File: config.mk
export PLATFORM = sky130hd
export DESIGN_NAME = ar_lane_collect4_flat
export DESIGN_NICKNAME = d
export VERILOG_FILES = /design/src/rtl/ar_lane_collect4_pkg.sv /design/src/rtl/ar_lane_collect4_if.sv /design/src/rtl/ar_lane_collect4_acc.sv /design/src/rtl/ar_lane_collect4.sv /design/src/flat_wrapper.sv
export SDC_FILE = /design/constraint.sdc
export NUM_CORES = 1
export LEC_CHECK = 0
export ABC_AREA = 1
export CAP_MARGIN = 20
export CORE_MARGIN = 2
export CORE_UTILIZATION = 30
export DETAILED_ROUTE_END_ITERATION = 12
export DONT_BUFFER_PORTS = 1
export HOLD_SLACK_MARGIN = 0.08
export SLEW_MARGIN = 20
export SYNTH_ARGS = -nofsm -noshare
export SYNTH_HDL_FRONTEND = slang
export SYNTH_SLANG_ARGS = --single-unit
File: constraint.sdc
create_clock -name clk -period 2.8 [get_ports clk]
set_clock_uncertainty 0.2 [all_clocks]
set_input_delay 0.7 -clock clk [delete_from_list [all_inputs] [get_ports clk]]
set_output_delay 0.7 -clock clk [all_outputs]
set_load 0.05 [all_outputs]
File: src/rtl/ar_lane_collect4_pkg.sv
// ar_lane_collect4_pkg: shared lane count, select width, default word width and counter-width helper
package ar_lane_collect4_pkg;
  localparam int LANES = 4;
  localparam int SEL_W = 2;
  localparam int WORD_W_DEF = 8;
  typedef logic [SEL_W-1:0] lane_t;
  function automatic int cnt_w(input int w);
    return $clog2(w + 1);
  endfunction
endpackage

File: src/rtl/ar_lane_collect4_if.sv
// ar_lane_collect4_if: demux sample input plus valid/ready word output port
// in_valid/in_sel/in_y: demux enable, select and 4-bit lane vector
// out_valid/out_ready/out_lane/out_data: arbitrated word handshake; ovf: sticky per-lane overflow
interface ar_lane_collect4_if
  import ar_lane_collect4_pkg::*;
#(
  parameter int WORD_W = WORD_W_DEF
);
  logic in_valid;
  lane_t in_sel;
  logic [LANES-1:0] in_y;
  logic out_valid;
  logic out_ready;
  lane_t out_lane;
  logic [WORD_W-1:0] out_data;
  logic [LANES-1:0] ovf;
  modport master (
    output in_valid, in_sel, in_y, out_ready,
    input out_valid, out_lane, out_data, ovf
  );
  modport slave (
    input in_valid, in_sel, in_y, out_ready,
    output out_valid, out_lane, out_data, ovf
  );
endinterface

File: src/rtl/ar_lane_collect4_acc.sv
// ar_lane_acc: one lane's MSB-first shift register, bit counter, holding register and sticky overflow
// cap/bit_in: capture strobe and bit; pop: hold consumed this cycle; hold_v/hold_data/ovf: lane state
module ar_lane_acc
  import ar_lane_collect4_pkg::*;
#(
  parameter int WORD_W = WORD_W_DEF
) (
  input  logic              clk,
  input  logic              rst,
  input  logic              cap,
  input  logic              bit_in,
  input  logic              pop,
  output logic              hold_v,
  output logic [WORD_W-1:0] hold_data,
  output logic              ovf
);
  localparam int CW = cnt_w(WORD_W);
  logic [WORD_W-1:0] sr_q, sr_d, hold_q, hold_d;
  logic [CW-1:0] cnt_q, cnt_d;
  logic hold_v_q, hold_v_d, ovf_q, ovf_d;
  logic done, keep;
  always_comb begin
    done = cap && (cnt_q == CW'(WORD_W - 1));
    // a pop in the same cycle frees the slot, so the new word lands without overflow
    keep = hold_v_q & ~pop;
    sr_d = cap ? {sr_q[WORD_W-2:0], bit_in} : sr_q;
    cnt_d = cap ? (done ? '0 : cnt_q + 1'b1) : cnt_q;
    hold_d = (done && !keep) ? sr_d : hold_q;
    hold_v_d = keep | done;
    ovf_d = ovf_q | (done & keep);
  end
  always_ff @(posedge clk) begin
    if (rst) begin
      sr_q <= '0;
      cnt_q <= '0;
      hold_q <= '0;
      hold_v_q <= 1'b0;
      ovf_q <= 1'b0;
    end else begin
      sr_q <= sr_d;
      cnt_q <= cnt_d;
      hold_q <= hold_d;
      hold_v_q <= hold_v_d;
      ovf_q <= ovf_d;
    end
  end
  assign hold_v = hold_v_q;
  assign hold_data = hold_q;
  assign ovf = ovf_q;
endmodule

File: src/rtl/ar_lane_collect4.sv
// ar_lane_collect4: assembles demux lane bits into per-lane words and hands them out round-robin
// clk/rst: clock and synchronous active-high reset; bus: ar_lane_collect4_if slave port
module ar_lane_collect4
  import ar_lane_collect4_pkg::*;
#(
  parameter int WORD_W = WORD_W_DEF
) (
  input logic clk,
  input logic rst,
  ar_lane_collect4_if.slave bus
);
  logic [LANES-1:0] cap, pop, hold_v, lane_ovf;
  logic [WORD_W-1:0] hold_data [LANES];
  logic bit_in, vld, hs;
  lane_t ptr_q, ptr_d, gnt, idx;
  always_comb begin
    bit_in = bus.in_y[bus.in_sel];
    cap = bus.in_valid ? LANES'(1) << bus.in_sel : '0;
    vld = |hold_v;
    gnt = ptr_q;
    idx = ptr_q;
    // scanning from the farthest offset back toward ptr leaves the nearest pending lane as grant
    for (int i = LANES - 1; i >= 0; i--) begin
      idx = ptr_q + lane_t'(i);
      if (hold_v[idx]) gnt = idx;
    end
    hs = vld & bus.out_ready;
    pop = hs ? LANES'(1) << gnt : '0;
    ptr_d = hs ? lane_t'(gnt + 1'b1) : ptr_q;
  end
  always_ff @(posedge clk) begin
    if (rst) ptr_q <= '0;
    else ptr_q <= ptr_d;
  end
  genvar l;
  for (l = 0; l < LANES; l++) begin : g_lane
    ar_lane_acc #(.WORD_W(WORD_W)) u_acc (
      .clk(clk),
      .rst(rst),
      .cap(cap[l]),
      .bit_in(bit_in),
      .pop(pop[l]),
      .hold_v(hold_v[l]),
      .hold_data(hold_data[l]),
      .ovf(lane_ovf[l])
    );
  end
  assign bus.out_valid = vld;
  assign bus.out_lane = gnt;
  assign bus.out_data = hold_data[gnt];
  assign bus.ovf = lane_ovf;
endmodule

File: src/flat_wrapper.sv
// flat-port wrapper written by rule: the top's interface ports become plain ports
module ar_lane_collect4_flat import ar_lane_collect4_pkg::*;
#(
  parameter int WORD_W = WORD_W_DEF
)
  (clk, rst, bus_in_valid, bus_in_sel, bus_in_y, bus_out_ready, bus_out_valid, bus_out_lane, bus_out_data, bus_ovf);
  ar_lane_collect4_if #(.WORD_W(WORD_W)) bus_i ();
  input logic clk;
  input logic rst;
  input wire logic [$bits(bus_i.in_valid)-1:0] bus_in_valid;
  input wire logic [$bits(bus_i.in_sel)-1:0] bus_in_sel;
  input wire logic [$bits(bus_i.in_y)-1:0] bus_in_y;
  input wire logic [$bits(bus_i.out_ready)-1:0] bus_out_ready;
  output wire logic [$bits(bus_i.out_valid)-1:0] bus_out_valid;
  output wire logic [$bits(bus_i.out_lane)-1:0] bus_out_lane;
  output wire logic [$bits(bus_i.out_data)-1:0] bus_out_data;
  output wire logic [$bits(bus_i.ovf)-1:0] bus_ovf;
  assign bus_i.in_valid = bus_in_valid;
  assign bus_i.in_sel = bus_in_sel;
  assign bus_i.in_y = bus_in_y;
  assign bus_i.out_ready = bus_out_ready;
  assign bus_out_valid = bus_i.out_valid;
  assign bus_out_lane = bus_i.out_lane;
  assign bus_out_data = bus_i.out_data;
  assign bus_ovf = bus_i.ovf;
  ar_lane_collect4 #(.WORD_W(WORD_W)) u_core (.clk(clk), .rst(rst), .bus(bus_i));
endmodule
## After elaboration in Yosys (flattened, before gate mapping)

Index checks and enable logic that the tools add are counted.

| storage, ports and cells | value |
|---|---|
| register bits | 90 |
| bits of input ports | 10 |
| output and inout bits | 15 |
| word-level logic and storage cells | 103 |

| cells by class | value |
|---|---|
| add/sub/neg operators | 8 |
| $lt $le $gt $ge | 6 |
| eq/ne operators | 4 |
| shifts and indexed selects | 2 |
| mux-type cells | 27 |
| bitwise gates (word level) | 22 |
| reduce and logical (&&, ||, !) cells | 13 |

Operator list:

| operator | number |
|---|---|
| two-way mux 8 bit | 6 |
| two-way mux 4 bit | 6 |
| adder 4 x 1 -> 4 bit, second input constant | 4 |
| binary-select mux 8 bit (select 2 bit) | 1 |
| equality test 4 x 3 -> 1 bit, second input constant | 4 |
| < comparator 2 x 3 -> 1 bit, second input constant | 5 |
| binary-select mux 1 bit (select 2 bit) | 5 |
| bitwise AND 1 bit | 9 |
| logical AND 1 bit | 8 |
| two-way mux 2 bit | 4 |
| OR 1 bit | 8 |
| left shift 1 x 2 -> 4 bit, first input constant | 2 |
| two-way mux 1 bit | 5 |
| adder 2 x 1 -> 2 bit, second input constant | 2 |
| adder 2 bit, second input constant | 2 |
| logical NOT 1 bit | 4 |
| NOT 1 bit | 4 |
| OR reduction 4 bit | 1 |
| greater-or-equal comparator 3 bit, second input constant | 1 |
| NOT 2 -> 3 bit | 1 |

## Longest topological paths before layout

| depth | value |
|---|---|
| depth after elaboration | 13 |
| mapped depth | 16 |

## Modules after synthesis

Synthesis repeated with hierarchy kept, for this count alone.

| unflattened totals | value |
|---|---|
| cell total of the unflattened synthesis | 750 |
| area, all modules | 4630.7 um^2 |

Modules (own cells, without submodules):

| module | times used | cells each | area each (um^2) |
|---|---|---|---|
| ar_lane_acc | 4 | 147 | 974.7 |
| ar_lane_collect4 | 1 | 162 | 732.0 |

## Worst setup path after synthesis

OpenSTA, ideal clock, no wires.

| timing | value |
|---|---|
| path kind | register to output |
| start | register u_core.ptr_q[1] |
| end | output port bus_out_data[6] |
| arrival time | 2775 ps |
| required time | 1900 ps |
| setup slack | -875 ps |
| cell stages (with the launch flop) | 13 |
| buffers on the path | 2 |
| cells stage by stage | dfxtp_1 inv_2 nand2_1 nand2_1 nand2_1 nand2_1 inv_2 nand3_2 nand2_2 nand2_2 buf_6 clkbuf_1 o31ai_1 |

| between the ends | value |
|---|---|
| word-level cells in the longest chain between the ends | 11 |
| elaborated cells between the ends (all ways) | 19 |
| classes of those cells | 3 x add/sub; 15 x mux; 1 x bitwise |

RTL lines:

| element | line | source |
|---|---|---|
| from (decl) | ar_lane_collect4.sv:15 | `lane_t ptr_q, ptr_d, gnt, idx;` |
| from (signal assigned) | ar_lane_collect4.sv:33 | `else ptr_q <= ptr_d;` |
| adder 2 bit | ar_lane_collect4.sv:24 | `idx = ptr_q + lane_t'(i);` |
| binary-select mux 1 bit (select 2 bit) | ar_lane_collect4.sv:25 | `if (hold_v[idx]) gnt = idx;` |
| two-way mux 1 bit (not written as such) | ar_lane_collect4.sv:25 |  |
| two-way mux 2 bit (3 in series) | ar_lane_collect4.sv:25 |  |
| two-way mux 2 bit (*) | ar_lane_collect4.sv:25 |  |
| net bus_out_lane[1] | flat_wrapper.sv:15 | `output wire logic [$bits(bus_i.out_lane)-1:0] bus_out_lane;` |
| NOT 2 -> 3 bit (not written as such) (*) | ar_lane_collect4.sv:50 | `assign bus.out_data = hold_data[gnt];` |
| binary-select mux 8 bit (select 2 bit) (*) | ar_lane_collect4.sv:50 |  |
| two-way mux 8 bit (not written as such) (*) (2 in series) | ar_lane_collect4.sv:50 |  |
| to (decl) | flat_wrapper.sv:16 | `output wire logic [$bits(bus_i.out_data)-1:0] bus_out_data;` |

The timed path passes the listed nets; every way through them passes the cells marked *. The select of a mux whose other input is x is not followed.

## Worst setup path after layout

| timing | value |
|---|---|
| start | register u_core.ptr_q[0] |
| end | output port bus_out_data[4] |

| between the ends | value |
|---|---|
| word-level cells in the longest chain between the ends | 11 |
| elaborated cells between the ends (all ways) | 19 |
| classes of those cells | 3 x add/sub; 15 x mux; 1 x bitwise |

RTL lines:

| element | line |
|---|---|
| adder 2 bit | ar_lane_collect4.sv:24 |
| binary-select mux 1 bit (select 2 bit) | ar_lane_collect4.sv:25 |
| two-way mux 1 bit (not written as such) | ar_lane_collect4.sv:25 |
| two-way mux 2 bit (3 in series) | ar_lane_collect4.sv:25 |
| two-way mux 2 bit (*) | ar_lane_collect4.sv:25 |
| NOT 2 -> 3 bit (not written as such) (*) | ar_lane_collect4.sv:50 |
| binary-select mux 8 bit (select 2 bit) (*) | ar_lane_collect4.sv:50 |
| two-way mux 8 bit (not written as such) (*) (2 in series) | ar_lane_collect4.sv:50 |

Every way passes the cells marked *; elsewhere a longest branch is shown, timed or not. The select of a mux whose other input is x is not followed.

==> results.json <==
{
  "hold_slack_ns": 0.236,
  "tightest_slew_ns": 0.506,
  "dr_total_vias": 3639,
  "status": "finished, violations left",
  "grt.total_usage": 0.140,
  "arrival_ns": 2.28,
  "first_global_vias": 3435,
  "critPathCaptureType": "primary output",
  "rsz0062_at_grt": "yes",
  "yosysSeqAreaShare": 0.418,
  "ys_ff_latch": 90,
  "drive_gt1_frac": 0.289,
  "fin_cells": 758,
  "path_cells": "buf_12 > nand2_4 > nand3_1 > nand2_1 > inv_4 > nand3_4 > nand2_8 > nor2_4 > o31ai_4 > buf_12",
  "power_leakage_nw": 2.15,
  "rr_endpoint": "u_core.g_lane[0].u_acc.hold_data[5]$_SDFFE_PP0P_",
  "drc_errors": 0,
  "finalCriticalPeriod_ns": 3.18,
  "crit_family": "simple AND/OR/NAND/NOR gates",
  "synth_edf_count": 0,
  "first_pass_iters": 5,
  "synth-main-ff-cell": "dfxtp_1",
  "grt_pass1_wl_mm": 16.7,
  "ys_async_sr_fraction": 0,
  "swShare": 0.209,
  "n_antenna_cell": 0,
  "finalCritPeriodShare": 1.13,
  "clock_path_buffers": 2,
  "num_rows": 43,
  "syn_avg_cell_area_um2": 7.72,
  "clockRootBuffer": "clkbuf_16",
  "setup_viol": 9,
  "crit_path_start": "u_core.ptr_q[0]$_SDFFE_PP0P_",
  "worst-path-stages": 10,
  "p_per_area_mw_per_mm2": 475,
  "intPower_mw": 2.06,
  "synth_area_mm2": 0.00431,
  "power_frac_comb": 0.032,
  "total_power_mw": 2.60,
  "grt_antenna_before_repair": 0,
  "gr-total-overflow": 0,
  "synthDistinctLibCells": 31,
  "routedWlPerCell_um": 13.8,
  "cp_slowest_cell": "dfxtp_4",
  "cts_sinks": 90,
  "violations": "negative setup slack",
  "die_area_mm2": 0.0153,
  "max_freq_mhz": 315,
  "cpMostUsedCell": "buf_12",
  "grt_max_degree": 53,
  "path_buf_inv": 3,
  "path_max_fanout": 8,
  "boundaryPins": 25,
  "cp.required_ns": 1.90,
  "crit_type": "flop to primary output",
  "dpl.hpwl_mm": 6.86,
  "worst_slew_margin_rel": 0.662,
  "clk_latency_ns": 0.34,
  "cts_htree_levels": 3,
  "power_frac_seq": 0.499,
  "synth-warning-count": 0,
  "worst_path_largest_cell_delay_ns": 0.40,
  "pwr-share-clk": 0.469,
  "rr_startpoint": "u_core.ptr_q[0]$_SDFFE_PP0P_",
  "routed_via_density": 4.80,
  "fin_ws_ns": -0.377,
  "hold_buffers": 0,
  "drv_cap": 0,
  "drtAntennaViolNets": 0,
  "synthToLayoutAreaGrowth_pct": 27.2,
  "power.switching_uw": 543,
  "core_area_mm2": 0.0139,
  "syn_inst": 558,
  "synth_nets": 572,
  "critPathLaunchType": "flop",
  "initial_core_util": 0.309,
  "die_w_um": 124,
  "cp-endpoint": "bus_out_data[4]",
  "hp-class": "input port to flop",
  "r2r_setup_slack_ns": 0.20,
  "finalHoldViolCount": 0,
  "cts_tree": "yes",
  "place_congestion": 0.820,
  "place_inst": 729,
  "drt_iter0_drc": 289,
  "port_buffers": 0,
  "path_clk_slew_ns": 0.06,
  "routed_wl_mm": 10.5,
  "final_nets": 587,
  "cts_made_buffers": 9,
  "slew_violations": 0,
  "ff2ff_path_depth": 17,
  "die_y_um": 124,
  "setup_tns_ns": -2.83,
  "max-vdd-ir-drop_v": 0.000266
}
## cells in the final DEF (no fill, tap or decap), drive strengths merged
master / instances
xor2: 4
nand3: 54
clkbuf: 13
nor3b: 1
dfxtp: 90
nor2: 96
clkinv: 1
nand2: 122
a31oi: 1
ha: 4
nor3: 14
buf: 30
o31ai: 8
o21ai: 18
inv: 45
clkinvlp: 2
a21oi: 46
mux2i: 24
a211o: 1
nand4: 3
bufinv: 1
## per-layer routing
layer  track usage  vias up  part of all wire
met1         0.189     1702              0.49
met5             0        -                 0
met2         0.223       64              0.46
li1              -     1858                 -
met4        0.0440        0             0.015
met3        0.0288       15             0.034
## worst min-delay path by stage
stage	from	cells past startpoint	end
6_report	rst	1	u_core.g_lane[2].u_acc.hold_v$_SDFF_PP0_
3_5_place_dp	u_core.g_lane[0].u_acc.hold_data[5]$_SDFFE_PP0P_	2	u_core.g_lane[0].u_acc.hold_data[5]$_SDFFE_PP0P_
5_1_grt	rst	1	u_core.g_lane[3].u_acc.ovf$_SDFF_PP0_
3_3_place_gp	u_core.g_lane[0].u_acc.hold_data[0]$_SDFFE_PP0P_	2	u_core.g_lane[0].u_acc.hold_data[0]$_SDFFE_PP0P_
2_1_floorplan	u_core.g_lane[0].u_acc.ovf$_SDFF_PP0_	2	u_core.g_lane[0].u_acc.ovf$_SDFF_PP0_
4_1_cts	rst	1	u_core.g_lane[2].u_acc.hold_v$_SDFF_PP0_
## layout make-up
cell class	instances	area (um2)
Clock buffer	12	256
Fill cell	1353	8460
Clock inverter	4	50.0
Inverter	45	181
Timing Repair Buffer	31	383
Tap cell	180	225
Sequential cell	90	1810
Multi-Input combinational cell	396	2570
## stage by stage
step	area (um2)	setup WS, ns	util
3_5_place_dp	4720	0.0000240	0.339
3_3_place_gp	4720	0.0510	0.339
6_report	5480	-0.377	0.393
2_1_floorplan	4430	-0.137	-
5_1_grt	5480	-0.412	0.393
4_1_cts	5300	-0.209	0.380
## power groups by stage
stage	registers, mW	logic (mW)	clock network, mW
after detailed placement	1.33	0.0848	0
after CTS	1.30	0.0851	1.25
after global routing	1.30	0.0967	1.31
after global placement	1.33	0.0828	0
final	1.30	0.0836	1.22
after floorplan	1.33	0.0754	0
## flip-flops by register name, summed over array words and instances (netlist names)
register	count
u_core.g_lane.u_acc.ovf	4
u_core.g_lane.u_acc.cnt_q	16
u_core.ptr_q	2
u_core.g_lane.u_acc.hold_v	4
u_core.g_lane.u_acc.sr_q	32
u_core.g_lane.u_acc.hold_data	32
## synthesized netlist by cell type (4+ instances only)
cell	number	area share
buf_2	7	0.0081
xor2_1	4	0.0081
nor3_1	9	0.010
nand2_1	104	0.091
inv_2	14	0.012
nand3_1	48	0.056
nand2_4	6	0.016
dfxtp_1	90	0.42
nand3_2	5	0.012
buf_6	5	0.013
o21ai_0	17	0.020
nand2_2	8	0.012
nor2_1	94	0.082
mux2i_1	24	0.056
o31ai_1	8	0.014
inv_1	31	0.027
buf_4	6	0.010
clkbuf_1	11	0.0096
ha_1	4	0.012
a21oi_1	22	0.026
a21oi_2	24	0.049
nor3_2	4	0.0093
## what timing repair did
| action | CTS | global route |
|---|---|---|
| gates cloned | 4 | 1 |
| buffers inserted | 5 | 3 |
| setup endpoints to repair | 9 | 10 |
| pin swaps | 23 | 25 |
| resized for setup | 52 | 35 |
## logic make-up (layout without fill, tap and decap cells)
kind of cell,count (synthesis),count (layout),share of synthesized area
and+or+nand+nor,286,290,0.306
DFF,90,90,0.418
buffers and inverters,76,92,0.0874
AOI/OAI and AO/OA,74,74,0.113
muxes,24,24,0.0558
adders and majority gates,4,4,0.0116
xor gates and xnor gates,4,4,0.00813
Power figures use the tool's default switching activity.
